$ cat config.mk
export PLATFORM = sky130hd
export DESIGN_NAME = i2c_target_flat
export DESIGN_NICKNAME = d
export VERILOG_FILES = /design/src/rtl/i2c_target_if.sv /design/src/rtl/i2c_target.sv /design/src/flat_wrapper.sv
export SDC_FILE = /design/constraint.sdc
export NUM_CORES = 1
export LEC_CHECK = 0
export ABC_AREA = 1
export BUFFER_PORTS_ARGS = -buffer_cell sky130_fd_sc_hd__buf_2
export CAP_MARGIN = 20
export CORE_MARGIN = 2
export CORE_UTILIZATION = 50
export DETAILED_ROUTE_END_ITERATION = 6
export PLACE_DENSITY = 0.71
export SLEW_MARGIN = 20
export SYNTH_ARGS = -nofsm -noshare
export SYNTH_HDL_FRONTEND = slang
export SYNTH_SLANG_ARGS = --single-unit
export TNS_END_PERCENT = 5
$ cat constraint.sdc
create_clock -name clk_i -period 3.3 [get_ports clk_i]
set_input_delay 0 -clock clk_i [delete_from_list [all_inputs] [get_ports clk_i]]
set_output_delay 0 -clock clk_i [all_outputs]
set_load 0.01 [all_outputs]
$ cat src/rtl/i2c_target_if.sv
// Bus and user-side signals of the I2C target, grouped for port connection.
// The slave modport is the target's view; the master modport is its environment.
interface i2c_target_if;
  logic       scl_i;
  logic       sda_i;
  logic       sda_o;
  logic       sda_oen_o;
  logic [7:0] rx_data_o;
  logic       rx_valid_o;
  logic       rx_ready_i;
  logic [7:0] tx_data_i;
  logic       tx_req_o;
  logic       start_o;
  logic       rw_o;
  logic       stop_o;
  logic       busy_o;

  modport slave (
    input  scl_i, sda_i, rx_ready_i, tx_data_i,
    output sda_o, sda_oen_o, rx_data_o, rx_valid_o, tx_req_o,
           start_o, rw_o, stop_o, busy_o
  );

  modport master (
    output scl_i, sda_i, rx_ready_i, tx_data_i,
    input  sda_o, sda_oen_o, rx_data_o, rx_valid_o, tx_req_o,
           start_o, rw_o, stop_o, busy_o
  );
endinterface

$ cat src/rtl/i2c_target.sv
// I2C target (slave) with a 7-bit address, oversampled from clk_i.
// SCL/SDA are synchronized, edges found against a delayed copy, and a small
// FSM walks address / write-data / read-data bytes with their ACK slots.
// The target never stretches SCL and only ever pulls SDA low (open drain).
module i2c_target #(
  parameter logic [6:0] ADDR = 7'h50
) (
  input  logic         clk_i,
  input  logic         rst_ni,
  i2c_target_if.slave  bus
);

  localparam logic [2:0] ST_IDLE     = 3'd0;
  localparam logic [2:0] ST_ADDR     = 3'd1;
  localparam logic [2:0] ST_ADDR_ACK = 3'd2;
  localparam logic [2:0] ST_RX_DATA  = 3'd3;
  localparam logic [2:0] ST_RX_ACK   = 3'd4;
  localparam logic [2:0] ST_TX_DATA  = 3'd5;
  localparam logic [2:0] ST_TX_ACK   = 3'd6;

  // Synchronizer chains plus the previous synchronized value for edge detection
  logic scl_meta_q, scl_sync_q, scl_prev_q;
  logic sda_meta_q, sda_sync_q, sda_prev_q;

  logic [2:0] state_q, state_d;
  logic [2:0] cnt_q, cnt_d;
  logic [7:0] shift_q, shift_d;
  logic       phase_q, phase_d;       // 1 once the 9th-bit slot has begun
  logic       ack_q, ack_d;           // whether the current RX byte is ACKed
  logic       addressed_q, addressed_d;
  logic       oen_q, oen_d;
  logic [7:0] rx_data_q, rx_data_d;
  logic       rx_valid_q, rx_valid_d;
  logic       tx_req_q, tx_req_d;
  logic       start_q, start_d;
  logic       rw_q, rw_d;
  logic       stop_q, stop_d;
  logic       busy_q, busy_d;

  logic scl_rise_s, scl_fall_s, start_det_s, stop_det_s;

  // Two-flop synchronizers (preset high = idle bus) and edge-history flops
  always_ff @(posedge clk_i or negedge rst_ni) begin
    if (!rst_ni) begin
      scl_meta_q <= 1'b1;
      scl_sync_q <= 1'b1;
      scl_prev_q <= 1'b1;
      sda_meta_q <= 1'b1;
      sda_sync_q <= 1'b1;
      sda_prev_q <= 1'b1;
    end else begin
      scl_meta_q <= bus.scl_i;
      scl_sync_q <= scl_meta_q;
      scl_prev_q <= scl_sync_q;
      sda_meta_q <= bus.sda_i;
      sda_sync_q <= sda_meta_q;
      sda_prev_q <= sda_sync_q;
    end
  end

  assign scl_rise_s  = scl_sync_q & ~scl_prev_q;
  assign scl_fall_s  = ~scl_sync_q & scl_prev_q;
  assign start_det_s = scl_sync_q & sda_prev_q & ~sda_sync_q;
  assign stop_det_s  = scl_sync_q & ~sda_prev_q & sda_sync_q;

  // Next-state logic: bus conditions first, then per-state bit handling
  always_comb begin
    state_d     = state_q;
    cnt_d       = cnt_q;
    shift_d     = shift_q;
    phase_d     = phase_q;
    ack_d       = ack_q;
    addressed_d = addressed_q;
    oen_d       = oen_q;
    rx_data_d   = rx_data_q;
    rw_d        = rw_q;
    busy_d      = busy_q;
    rx_valid_d  = 1'b0;
    tx_req_d    = 1'b0;
    start_d     = 1'b0;
    stop_d      = 1'b0;

    if (start_det_s) begin
      state_d     = ST_ADDR;
      cnt_d       = 3'd0;
      phase_d     = 1'b0;
      oen_d       = 1'b0;
      busy_d      = 1'b1;
      addressed_d = 1'b0;
    end else if (stop_det_s) begin
      state_d     = ST_IDLE;
      cnt_d       = 3'd0;
      phase_d     = 1'b0;
      oen_d       = 1'b0;
      busy_d      = 1'b0;
      stop_d      = addressed_q;
      addressed_d = 1'b0;
    end else begin
      case (state_q)
        ST_IDLE: begin
          oen_d = 1'b0;
        end
        ST_ADDR: begin
          if (scl_rise_s) begin
            shift_d = {shift_q[6:0], sda_sync_q};
            cnt_d   = cnt_q + 3'd1;
            if (cnt_q == 3'd7) begin
              if (shift_q[6:0] == ADDR) begin
                start_d     = 1'b1;
                rw_d        = sda_sync_q;
                addressed_d = 1'b1;
                phase_d     = 1'b0;
                state_d     = ST_ADDR_ACK;
              end else begin
                state_d = ST_IDLE;
              end
            end else begin
              state_d = ST_ADDR;
            end
          end else begin
            state_d = ST_ADDR;
          end
        end
        ST_ADDR_ACK: begin
          if (scl_fall_s) begin
            if (!phase_q) begin
              phase_d = 1'b1;
              oen_d   = 1'b1;
            end else begin
              phase_d = 1'b0;
              if (rw_q) begin
                shift_d  = bus.tx_data_i;
                tx_req_d = 1'b1;
                oen_d    = ~bus.tx_data_i[7];
                state_d  = ST_TX_DATA;
              end else begin
                oen_d   = 1'b0;
                state_d = ST_RX_DATA;
              end
            end
          end else begin
            state_d = ST_ADDR_ACK;
          end
        end
        ST_RX_DATA: begin
          if (scl_rise_s) begin
            shift_d = {shift_q[6:0], sda_sync_q};
            cnt_d   = cnt_q + 3'd1;
            if (cnt_q == 3'd7) begin
              if (bus.rx_ready_i) begin
                rx_data_d  = {shift_q[6:0], sda_sync_q};
                rx_valid_d = 1'b1;
                ack_d      = 1'b1;
              end else begin
                ack_d = 1'b0;
              end
              phase_d = 1'b0;
              state_d = ST_RX_ACK;
            end else begin
              state_d = ST_RX_DATA;
            end
          end else begin
            state_d = ST_RX_DATA;
          end
        end
        ST_RX_ACK: begin
          if (scl_fall_s) begin
            if (!phase_q) begin
              phase_d = 1'b1;
              oen_d   = ack_q;
            end else begin
              phase_d = 1'b0;
              oen_d   = 1'b0;
              state_d = ST_RX_DATA;
            end
          end else begin
            state_d = ST_RX_ACK;
          end
        end
        ST_TX_DATA: begin
          if (scl_rise_s) begin
            cnt_d = cnt_q + 3'd1;
            if (cnt_q == 3'd7) begin
              phase_d = 1'b0;
              state_d = ST_TX_ACK;
            end else begin
              state_d = ST_TX_DATA;
            end
          end else if (scl_fall_s) begin
            shift_d = {shift_q[6:0], 1'b0};
            oen_d   = ~shift_q[6];
          end else begin
            state_d = ST_TX_DATA;
          end
        end
        ST_TX_ACK: begin
          if (scl_fall_s) begin
            if (!phase_q) begin
              phase_d = 1'b1;
              oen_d   = 1'b0;
            end else begin
              // Controller ACKed: present the next byte
              phase_d  = 1'b0;
              shift_d  = bus.tx_data_i;
              tx_req_d = 1'b1;
              oen_d    = ~bus.tx_data_i[7];
              state_d  = ST_TX_DATA;
            end
          end else if (scl_rise_s && phase_q) begin
            if (sda_sync_q) begin
              // Controller NACK ends the read; stay off the bus until STOP/START
              phase_d = 1'b0;
              oen_d   = 1'b0;
              state_d = ST_IDLE;
            end else begin
              state_d = ST_TX_ACK;
            end
          end else begin
            state_d = ST_TX_ACK;
          end
        end
        default: begin
          state_d = ST_IDLE;
          oen_d   = 1'b0;
        end
      endcase
    end
  end

  // State and registered outputs; reset releases SDA asynchronously
  always_ff @(posedge clk_i or negedge rst_ni) begin
    if (!rst_ni) begin
      state_q     <= ST_IDLE;
      cnt_q       <= 3'd0;
      shift_q     <= 8'd0;
      phase_q     <= 1'b0;
      ack_q       <= 1'b0;
      addressed_q <= 1'b0;
      oen_q       <= 1'b0;
      rx_data_q   <= 8'd0;
      rx_valid_q  <= 1'b0;
      tx_req_q    <= 1'b0;
      start_q     <= 1'b0;
      rw_q        <= 1'b0;
      stop_q      <= 1'b0;
      busy_q      <= 1'b0;
    end else begin
      state_q     <= state_d;
      cnt_q       <= cnt_d;
      shift_q     <= shift_d;
      phase_q     <= phase_d;
      ack_q       <= ack_d;
      addressed_q <= addressed_d;
      oen_q       <= oen_d;
      rx_data_q   <= rx_data_d;
      rx_valid_q  <= rx_valid_d;
      tx_req_q    <= tx_req_d;
      start_q     <= start_d;
      rw_q        <= rw_d;
      stop_q      <= stop_d;
      busy_q      <= busy_d;
    end
  end

  assign bus.sda_o      = 1'b0;
  assign bus.sda_oen_o  = oen_q;
  assign bus.rx_data_o  = rx_data_q;
  assign bus.rx_valid_o = rx_valid_q;
  assign bus.tx_req_o   = tx_req_q;
  assign bus.start_o    = start_q;
  assign bus.rw_o       = rw_q;
  assign bus.stop_o     = stop_q;
  assign bus.busy_o     = busy_q;

endmodule

$ cat src/flat_wrapper.sv
// flat-port wrapper written by rule: the top's interface ports become plain ports
module i2c_target_flat 
#(
  parameter logic [6:0] ADDR = 7'h50
)
  (clk_i, rst_ni, bus_scl_i, bus_sda_i, bus_rx_ready_i, bus_tx_data_i, bus_sda_o, bus_sda_oen_o, bus_rx_data_o, bus_rx_valid_o, bus_tx_req_o, bus_start_o, bus_rw_o, bus_stop_o, bus_busy_o);
  i2c_target_if bus_i ();
  input  logic clk_i;
  input  logic rst_ni;
  input wire logic [$bits(bus_i.scl_i)-1:0] bus_scl_i;
  input wire logic [$bits(bus_i.sda_i)-1:0] bus_sda_i;
  input wire logic [$bits(bus_i.rx_ready_i)-1:0] bus_rx_ready_i;
  input wire logic [$bits(bus_i.tx_data_i)-1:0] bus_tx_data_i;
  output wire logic [$bits(bus_i.sda_o)-1:0] bus_sda_o;
  output wire logic [$bits(bus_i.sda_oen_o)-1:0] bus_sda_oen_o;
  output wire logic [$bits(bus_i.rx_data_o)-1:0] bus_rx_data_o;
  output wire logic [$bits(bus_i.rx_valid_o)-1:0] bus_rx_valid_o;
  output wire logic [$bits(bus_i.tx_req_o)-1:0] bus_tx_req_o;
  output wire logic [$bits(bus_i.start_o)-1:0] bus_start_o;
  output wire logic [$bits(bus_i.rw_o)-1:0] bus_rw_o;
  output wire logic [$bits(bus_i.stop_o)-1:0] bus_stop_o;
  output wire logic [$bits(bus_i.busy_o)-1:0] bus_busy_o;
  assign bus_i.scl_i = bus_scl_i;
  assign bus_i.sda_i = bus_sda_i;
  assign bus_i.rx_ready_i = bus_rx_ready_i;
  assign bus_i.tx_data_i = bus_tx_data_i;
  assign bus_sda_o = bus_i.sda_o;
  assign bus_sda_oen_o = bus_i.sda_oen_o;
  assign bus_rx_data_o = bus_i.rx_data_o;
  assign bus_rx_valid_o = bus_i.rx_valid_o;
  assign bus_tx_req_o = bus_i.tx_req_o;
  assign bus_start_o = bus_i.start_o;
  assign bus_rw_o = bus_i.rw_o;
  assign bus_stop_o = bus_i.stop_o;
  assign bus_busy_o = bus_i.busy_o;
  i2c_target #(.ADDR(ADDR)) u_core (.clk_i(clk_i), .rst_ni(rst_ni), .bus(bus_i));
endmodule
==> flow_summary.yaml, run 1 <==
clock_network:
  htree_levels: 2
  tritoncts: "built"
  numCtsBuffers: 5
  clk_latency_ns: 0.29
  cts-root-buf: "clkbuf_8"
  cts.sinks: 37
  clk_pin_slew_ns: 0.08
  cts_buffer_depth: 2
cells_and_area:
  drive_gt1_share_pct: 24.91
  insertedDiodeCount: 0
  fill_cells: 365
  multi_input_area_um2: 892.1
  mostFrequentLayoutCell: "nand2_1"
  seq_area_um2: 933.4
  layoutNonFillerInstCount: 331
  final_cell_mix: "nand2_1, dfrtp_1, buf_2"
  synthToLayoutAreaGrowth_pct: 12.91
  layout.nets: 295
yosys:
  synthesis.nets: 265
  synth_seq_area_share_pct: 46.31
  synth_cells: 250
  synth_area_leaders: "dfrtp_1, nand2_1, dfstp_2"
  yosysTopAreaCell: "dfrtp_1"
  synth_top_cell_area_share_pct: 38.49
  avgSynthCellArea_um2: 8.063
  synth.ff_latch_count: 37
  syn_area_mm2: 0.002016
  synth.yosys.warnings: 0
  yosysUniqueCellTypes: 28
timing:
  period_needed_ns: 1.889
  setup_viol: 0
  worst_slew_pin_slew_ns: 0.7993
  max_clock_freq_ghz: 0.5295
  tns_ns: 0
  slew_viol_final: 0
  hold_violations: 0
  slew_headroom_pct: 46.71
  timing.final.crit_share_pct: 57.23
  whs_ns: 0.07490
  skew_ns: 0.006934
  rsz0062_at_grt: "false"
worst_setup_path:
  worst-setup-path-type: "reg2reg"
  end_kind: "flip-flop"
  critPathMaxFanout: 14
  worstPathArrival_ns: 2.10
  worst_setup_path_start_kind: "flip-flop"
  crit_required_ns: 3.51
global_route:
  grt_use_met2_pct: 32.97
  grt_max_degree: 38
  overflow: 0
  grt_antenna_before_repair: 0
  first_global_vias: 1498
  track_usage_pct: 20.73
  grt_pass1_wl_um: 6872
  busiest_layer: "met2"
  gr-usage-met3_pct: 4.667
  grtUsageMet1_pct: 27.58
floorplan:
  start_util_pct: 51.13
  rows: 23
  core_mm2: 0.003943
  dieWidth_um: 67.50
  io_pins: 29
  die_area_mm2: 0.004556
  die_h_um: 67.50
run_status:
  status: "complete, no violations"
placed_design:
  place.gp.congestion: 0.9391
  place.port_buffers: 27
  place_inst: 320
  hpwl_um: 3089
routing:
  viasPerCell: 5.012
  via_count: 1659
  ant_nets: 0
  dr.pass1.iters: 4
  wl_per_cell_um: 12.67
  drt_wl_total_um: 4194
  drc: 0
  drt_iter0_drc: 132
pwr:
  power_density_mw_per_mm2: 428.7
  vdd_drop_max_uv: 279.6
  leakagePower_uw: 0.001175
worst_hold_path:
  hold_class: "in2reg"
job:
  drv_cap: 0
cell families (layout without fill, tap and decap cells):
kind of cell,after synthesis,count (layout),synth area share [%]
flops,37,37,46.31
compound gates,42,42,11.79
buf+inv,40,71,9.435
fa+ha+maj,2,2,1.241
other cells,1,1,0.1860
simple gates,128,128,31.04
worst paths after layout:
kind                       depth (start not counted)                            end                           from  slack [ns]
setup / recovery                                   8  u_core.shift_q[6]$_DFFE_PN0P_  u_core.state_q[1]$_DFFE_PN0P_        1.41
hold / removal                                     5  u_core.shift_q[2]$_DFFE_PN0P_               bus_tx_data_i[2]        0.07
setup reg to reg                                   8  u_core.shift_q[6]$_DFFE_PN0P_  u_core.state_q[1]$_DFFE_PN0P_        1.41
hold reg to reg                                    0    u_core.sda_sync_q$_DFF_PN1_    u_core.sda_meta_q$_DFF_PN1_        0.36
max in group asynchronous                          2  u_core.bus.tx_req_o$_DFF_PN0_                         rst_ni        2.46
min in group asynchronous                          2    u_core.cnt_q[2]$_DFFE_PN0P_                         rst_ni        0.34
per-layer routing:
metal  vias up  part of all wire (%)
li1        859                     -
met1       750                    46
met2        43                    48
met3         7                   5.3
met4         0                   1.5
met5         -                     0
final cells by class:
class | instances | area share (%)
Multi-Input combinational cell | 173 | 39.20
Sequential cell | 37 | 41.01
Clock inverter | 1 | 0.3299
Clock buffer | 7 | 3.793
Inverter | 33 | 5.662
Timing Repair Buffer | 30 | 7.257
Tap cell | 50 | 2.749
worst max-delay path, stage by stage, from the launching register on:
cell,delay [ns]
dfrtp_1,0.59
nor2_1,0.14
nand2_1,0.11
nand2_1,0.07
inv_2,0.07
nor2_2,0.05
nor3_4,0.55
nand2_1,0.13
o21ai_1,0.11
flip-flops by register name, indices dropped and copies added, names as in the netlist, 3 cells and up:
register / flops
u_core.state_q: 3
u_core.bus.rx_data_o: 8
u_core.cnt_q: 3
u_core.shift_q: 7
what timing repair did:
item / CTS / global route
hold buffers: 3 / 0
buffers inserted: 0 / 0
endpoints found under the setup margin: 0 / 0
gates resized for setup: 0 / 0
hold endpoints to repair: 33 / 0
power breakdown:
group | internal [µW] | switching (µW)
Sequential | 495 | 21.4
Combinational | 45.1 | 87.8
Clock | 170 | 156
Total | 710 | 266
through the flow:
step | area, µm² | power, µW | util (%) | worst slack, ns
floorplan | 2016 | 613.4 | - | 1.805
global placement | 2152 | 652.8 | 54.59 | 1.490
detailed placement | 2152 | 656.0 | 54.59 | 1.443
CTS | 2276 | 984.9 | 57.73 | 1.387
global route | 2276 | 1023 | 57.73 | 1.219
finish | 2276 | 975.7 | 57.73 | 1.411
synthesized netlist by cell type:
cell type  count
clkinv_4       1
nand3_2        2
nor3_4         1
conb_1         1
nor2_2         4
nand2_1       66
nand3_1       19
buf_2          1
nand2_2        6
o21ai_2        5
inv_1         26
nor2_1        22
inv_2          6
nand3_4        4
nand3b_1       1
nand2_4        1
buf_4          3
o211ai_1       2
o22ai_1        1
nand4_1        2
ha_1           2
o21ai_1       10
dfrtp_1       31
dfstp_2        6
buf_6          3
a21oi_1        8
a211oi_1       1
o21ai_0       15
Note: power is estimated with default switching activity, not from simulation.
==> run 2: changes to the inputs <==
- PLACE_DENSITY: 0.71 -> 0.74
- clock period: 3.3 -> 1.6 ns (I/O delays scaled with it)
==> run 2 against run 1 <==
Net effect:
- first-iteration DRC count is 17% lower
- cell count is 6.3% higher
- clock skew is 0.00085 ns higher
- routed wire length is 6.6% higher
- critical path type unchanged
- critical endpoint is now u_core.shift_q[1]$_DFFE_PN0P_
- largest cell class is now multi-input combinational cells
==> flow_summary.yaml, run 2 (synthesis results as in run 1) <==
routing:
  viasPerCell: 4.940
  dr.pass1.iters: 4
  drt_iter0_drc: 110
  drc: 0
  via_count: 1739
  ant_nets: 0
  wl_per_cell_um: 12.70
  drt_wl_total_um: 4469
timing:
  skew_ns: 0.007785
  period_needed_ns: 1.557
  hold_violations: 0
  slew_viol_final: 0
  setup_viol: 0
  timing.final.crit_share_pct: 97.28
  layout_setup_ws_ns: 0.04346
  max_clock_freq_ghz: 0.6424
  rsz0062_at_grt: "true"
clock_network:
  cts-root-buf: "clkbuf_8"
  cts_buffer_depth: 2
  cts.sinks: 37
  clk_pin_slew_ns: 0.07
  numCtsBuffers: 5
  clk_latency_ns: 0.29
  tritoncts: "built"
  htree_levels: 2
floorplan:
  die_h_um: 67.50
  core_mm2: 0.003943
  start_util_pct: 51.13
  die_area_mm2: 0.004556
  io_pins: 29
  dieWidth_um: 67.50
  rows: 23
worst_setup_path:
  end_kind: "flip-flop"
  r2r_setup_slack_ns: 0.04
  critPathMaxFanout: 14
  worstPathArrival_ns: 1.77
  worst_setup_path_start_kind: "flip-flop"
  crit_required_ns: 1.81
  worst-setup-path-type: "reg2reg"
pwr:
  power_frac_clock_pct: 31.3
  internal_power_uw: 1442
  seqPwrFrac_pct: 53.2
  p_switching_uw: 557.6
  comb_power_share_pct: 15.5
  vdd_drop_max_uv: 589.2
  power_density_mw_per_mm2: 802.0
  leakagePower_uw: 0.001278
  switching_share_pct: 27.88
global_route:
  grt_max_degree: 38
  track_usage_pct: 21.94
  overflow: 0
  first_global_vias: 1611
  grt_antenna_before_repair: 0
  grt_pass1_wl_um: 7314
cells_and_area:
  fill_cells: 342
  synthToLayoutAreaGrowth_pct: 23.71
  post-route-cell-area_mm2: 0.002494
  layoutNonFillerInstCount: 352
  final_cell_mix: "nand2_1, dfrtp_1, buf_2"
  mostFrequentLayoutCell: "nand2_1"
  layout.nets: 316
  drive_gt1_share_pct: 34.11
  insertedDiodeCount: 0
  largest_register_ffs: 8
placed_design:
  place_ws_ns: -0.009273
  place_inst: 339
  place.gp.congestion: 0.9618
  place_area_mm2: 0.002307
  hpwl_um: 3294
  place.port_buffers: 27
run_status:
  status: "complete, no violations"
job:
  drv_cap: 0
worst_hold_path:
  hold_class: "in2reg"
==> run 2: cell types whose count changed in the layout (fill, tap and decap cells not counted), moves of 3 or more <==
cell and change:
buf_4 +19, nor2_1 -3, nand3_2 +3, nand2_1 -3
==> run 2: power by group through the flow <==
stage          clock network (µW)  logic (µW)  registers, µW
6_report                      626         309           1060
5_1_grt                       677         354           1070
4_1_cts                       637         300           1060
3_5_place_dp                    0         293           1080
3_3_place_gp                    0         288           1080
2_1_floorplan                   0         192           1070
==> run 2: path summary, 6_finish.rpt <==
kind                                            endpoint  cells after the start                   startpoint
max in group asynchronous    u_core.scl_meta_q$_DFF_PN1_                      3                       rst_ni
setup / recovery           u_core.shift_q[1]$_DFFE_PN0P_                      9  u_core.sda_sync_q$_DFF_PN1_
hold reg to reg              u_core.scl_sync_q$_DFF_PN1_                      0  u_core.scl_meta_q$_DFF_PN1_
hold / removal             u_core.shift_q[3]$_DFFE_PN0P_                      5             bus_tx_data_i[3]
min in group asynchronous   u_core.bus.start_o$_DFF_PN0_                      3                       rst_ni
setup reg to reg           u_core.shift_q[1]$_DFFE_PN0P_                      9  u_core.sda_sync_q$_DFF_PN1_
==> run 2: worst max-delay path, stage by stage, from the launching register on <==
cell and delay, ns:
dfstp_2 0.58, inv_2 0.06, nand3_4 0.08, nand2_4 0.08, inv_8 0.09, nand3_4 0.08
nor3_4 0.22, buf_12 0.17, nand2_1 0.05, o21ai_1 0.07
==> run 2: layout make-up <==
| cell class | instances | area, µm² | share of cell area (%) |
|---|---|---|---|
| clock buffers | 6 | 72.57 | 2.910 |
| flip-flops and latches | 37 | 935.9 | 37.53 |
| clock inverters | 2 | 10.01 | 0.4014 |
| inverters | 33 | 133.9 | 5.369 |
| multi-input cells | 174 | 950.9 | 38.13 |
| well taps | 50 | 62.56 | 2.509 |
| repair buffers | 50 | 327.8 | 13.15 |
==> run 2: what timing repair did <==
item | 4_1_cts | 5_1_grt
gates resized for setup | 1 | 19
setup endpoints to repair | 7 | 20
pin swaps | 0 | 5
hold endpoints to repair | 33 | 0
cloned | 0 | 1
hold buffers | 3 | 0
buffers inserted | 0 | 1
==> run 2: stage by stage <==
stage          util [%]  hold WS [ns]  TNS (ns)  total power (µW)
2_1_floorplan         -       -0.2956         0              1265
3_5_place_dp      58.52       0.06905  -0.01588              1373
5_1_grt           63.25       0.08497   -0.1229              2105
4_1_cts           61.41       0.07155         0              2001
3_3_place_gp      58.52       0.06224   -0.2034              1367
6_report          63.25       0.07058         0              2000
==> run 2: routing by layer <==
metal  vias to the layer above  GRT usage, %  routed length, µm
met1                       788         30.23               2097
met5                         -             0                  0
met3                         9         5.000                211
met4                         0         8.673                 74
li1                        904             -                  -
met2                        38         33.46               2086
==> run 3: changes to the inputs <==
- CORE_UTILIZATION: 50 -> 51
- PLACE_DENSITY: 0.74 -> 0.75
==> run 3 against run 2 <==
Net effect:
- core utilization increased by 1.6 points
- sequential power barely moved
- clock power rose by 0.6%
- global-route usage up 0.87 points
- critical path type unchanged
- hold slack gained 0.012 ns
- non-clock buffer count down 5
- clock-buffer cell count up 1
- routed wire length fell by 3.1%
- total power shrank 0.18%
- cell count shrank 2.3%
- clock skew down 0.00075 ns
- final area down 2.7%
==> flow_summary.yaml, run 3 (synthesis results as in run 1) <==
worst_setup_path:
  reg2reg_to: "u_core.shift_q[1]$_DFFE_PN0P_"
  crit_required_ns: 1.81
  worst_setup_path_start_kind: "flip-flop"
  end_kind: "flip-flop"
  r2r_setup_slack_ns: 0.03
  critPathCapture: "u_core.shift_q[1]$_DFFE_PN0P_"
  ff2ff_path_depth: 8
  worstPathArrival_ns: 1.78
  r2r_start: "u_core.scl_prev_q$_DFF_PN1_"
  cp-startpoint: "u_core.scl_prev_q$_DFF_PN1_"
  critPathMaxFanout: 14
  worst-setup-path-type: "reg2reg"
placed_design:
  hpwl_um: 3311
  place.port_buffers: 27
  place.gp.congestion: 0.9808
  place_inst: 333
pwr:
  power_density_mw_per_mm2: 822.8
  leakagePower_uw: 0.001255
  vdd_drop_max_uv: 694.1
  p_total_uw: 1996
timing:
  skew_ns: 0.007033
  timing.final.crit_share_pct: 97.95
  slew_viol_final: 0
  period_needed_ns: 1.567
  max_clock_freq_ghz: 0.6381
  hold_violations: 0
  rsz0062_at_grt: "true"
  setup_viol: 0
cells_and_area:
  final_cell_mix: "nand2_1, dfrtp_1, buf_2"
  synthToLayoutAreaGrowth_pct: 20.36
  drive_gt1_share_pct: 29.73
  layoutNonFillerInstCount: 344
  mostFrequentLayoutCell: "nand2_1"
  layout.nets: 310
  insertedDiodeCount: 0
  finalCoreUtilization_pct: 64.81
  largest_register_ffs: 8
global_route:
  grt_antenna_before_repair: 0
  first_global_vias: 1646
  track_usage_pct: 22.81
  grt_pass1_wl_um: 7548
  overflow: 0
  grt_max_degree: 21
clock_network:
  numCtsBuffers: 5
  clk_latency_ns: 0.29
  clk_pin_slew_ns: 0.07
  cts.sinks: 37
  htree_levels: 2
  tritoncts: "built"
  cts_buffer_depth: 2
  cts-root-buf: "clkbuf_8"
run_status:
  status: "complete, no violations"
job:
  drv_cap: 0
floorplan:
  dieWidth_um: 66.87
  die_area_mm2: 0.004471
  rows: 22
  start_util_pct: 53.84
  io_pins: 29
  core_mm2: 0.003744
  die_h_um: 66.87
routing:
  drt_iter0_drc: 87
  dr.pass1.iters: 4
  ant_nets: 0
  wl_per_cell_um: 12.58
  via_count: 1782
  viasPerCell: 5.180
  drc: 0
  drt_wl_total_um: 4329
worst_hold_path:
  hp-start: "bus_tx_data_i[4]"
  hold_class: "in2reg"
[run 3: changes by cell type in the layout (fill, tap and decap cells not counted), sizes merged]
| cell | before | now |
|---|---|---|
| clkbuf | 6 | 7 |
| clkinvlp | 0 | 1 |
| clkinv | 2 | 1 |
| inv | 33 | 32 |
| buf | 47 | 42 |
| nand3 | 26 | 25 |
[run 3: layout make-up]
class,count,area (µm²)
Clock buffer,7,76.32
Clock inverter,1,7.507
Fill cell,340,1318
Inverter,33,128.9
Multi-Input combinational cell,173,902.1
Sequential cell,37,935.9
Tap cell,48,60.06
Timing Repair Buffer,45,315.3
[run 3: where the power goes]
part | total, µW | internal (µW) | switching [µW] | leakage, µW
combinational | 300 | 117 | 182 | 0.000746
clock | 630 | 308 | 323 | 0.0000385
sequential | 1070 | 1020 | 44.1 | 0.000471
total | 2000 | 1450 | 549 | 0.00125
[run 3: worst max-delay path: stages, from the launching register on]
cell     delay (ns)
dfstp_2        0.57
nand2_2        0.08
buf_12         0.13
o21ai_2        0.15
nand3_2        0.10
nor3_4         0.16
buf_12         0.17
nand2_1        0.06
o21ai_1        0.07
[run 3: metrics by stage]
stage / setup slack (ns) / cell area [µm²] / hold slack, ns / TNS [ns]
after CTS: 0.03721 / 2415 / 0.08457 / 0
after floorplan: 0.1050 / 2016 / -0.2956 / 0
final: 0.03285 / 2426 / 0.08298 / 0
after global routing: -0.09613 / 2426 / 0.1131 / -1.037
after global placement: 0.002634 / 2300 / -0.03522 / 0
after detailed placement: 0.002328 / 2300 / -0.03572 / 0
[run 3: repair_timing]
| item | in CTS | in global routing |
|---|---|---|
| setup endpoints to repair | 5 | 20 |
| hold buffers | 3 | 0 |
| endpoints found under the hold margin | 39 | 0 |
| gates resized for setup | 1 | 5 |
| setup buffers | 0 | 0 |
[run 3: worst min-delay path by stage]
stage / slack [ns] / to / depth (start not counted)
2_1_floorplan: -0.30 / u_core.ack_q$_DFFE_PN0P_ / 0
3_3_place_gp: -0.04 / u_core.bus.busy_o$_DFFE_PN0N_ / 1
3_5_place_dp: -0.04 / u_core.bus.busy_o$_DFFE_PN0N_ / 1
4_1_cts: 0.08 / u_core.shift_q[4]$_DFFE_PN0P_ / 5
5_1_grt: 0.11 / u_core.shift_q[3]$_DFFE_PN0P_ / 5
6_report: 0.08 / u_core.shift_q[4]$_DFFE_PN0P_ / 5
[run 3: metal layers]
layer,up-vias,part of all wire (%),wire (µm),GRT usage [%]
li1,887,-,-,-
met5,-,0,0,0
met2,38,47,2047,34.38
met3,6,5.0,215,6.081
met1,851,47,2026,32.90
met4,0,0.90,39,5.102
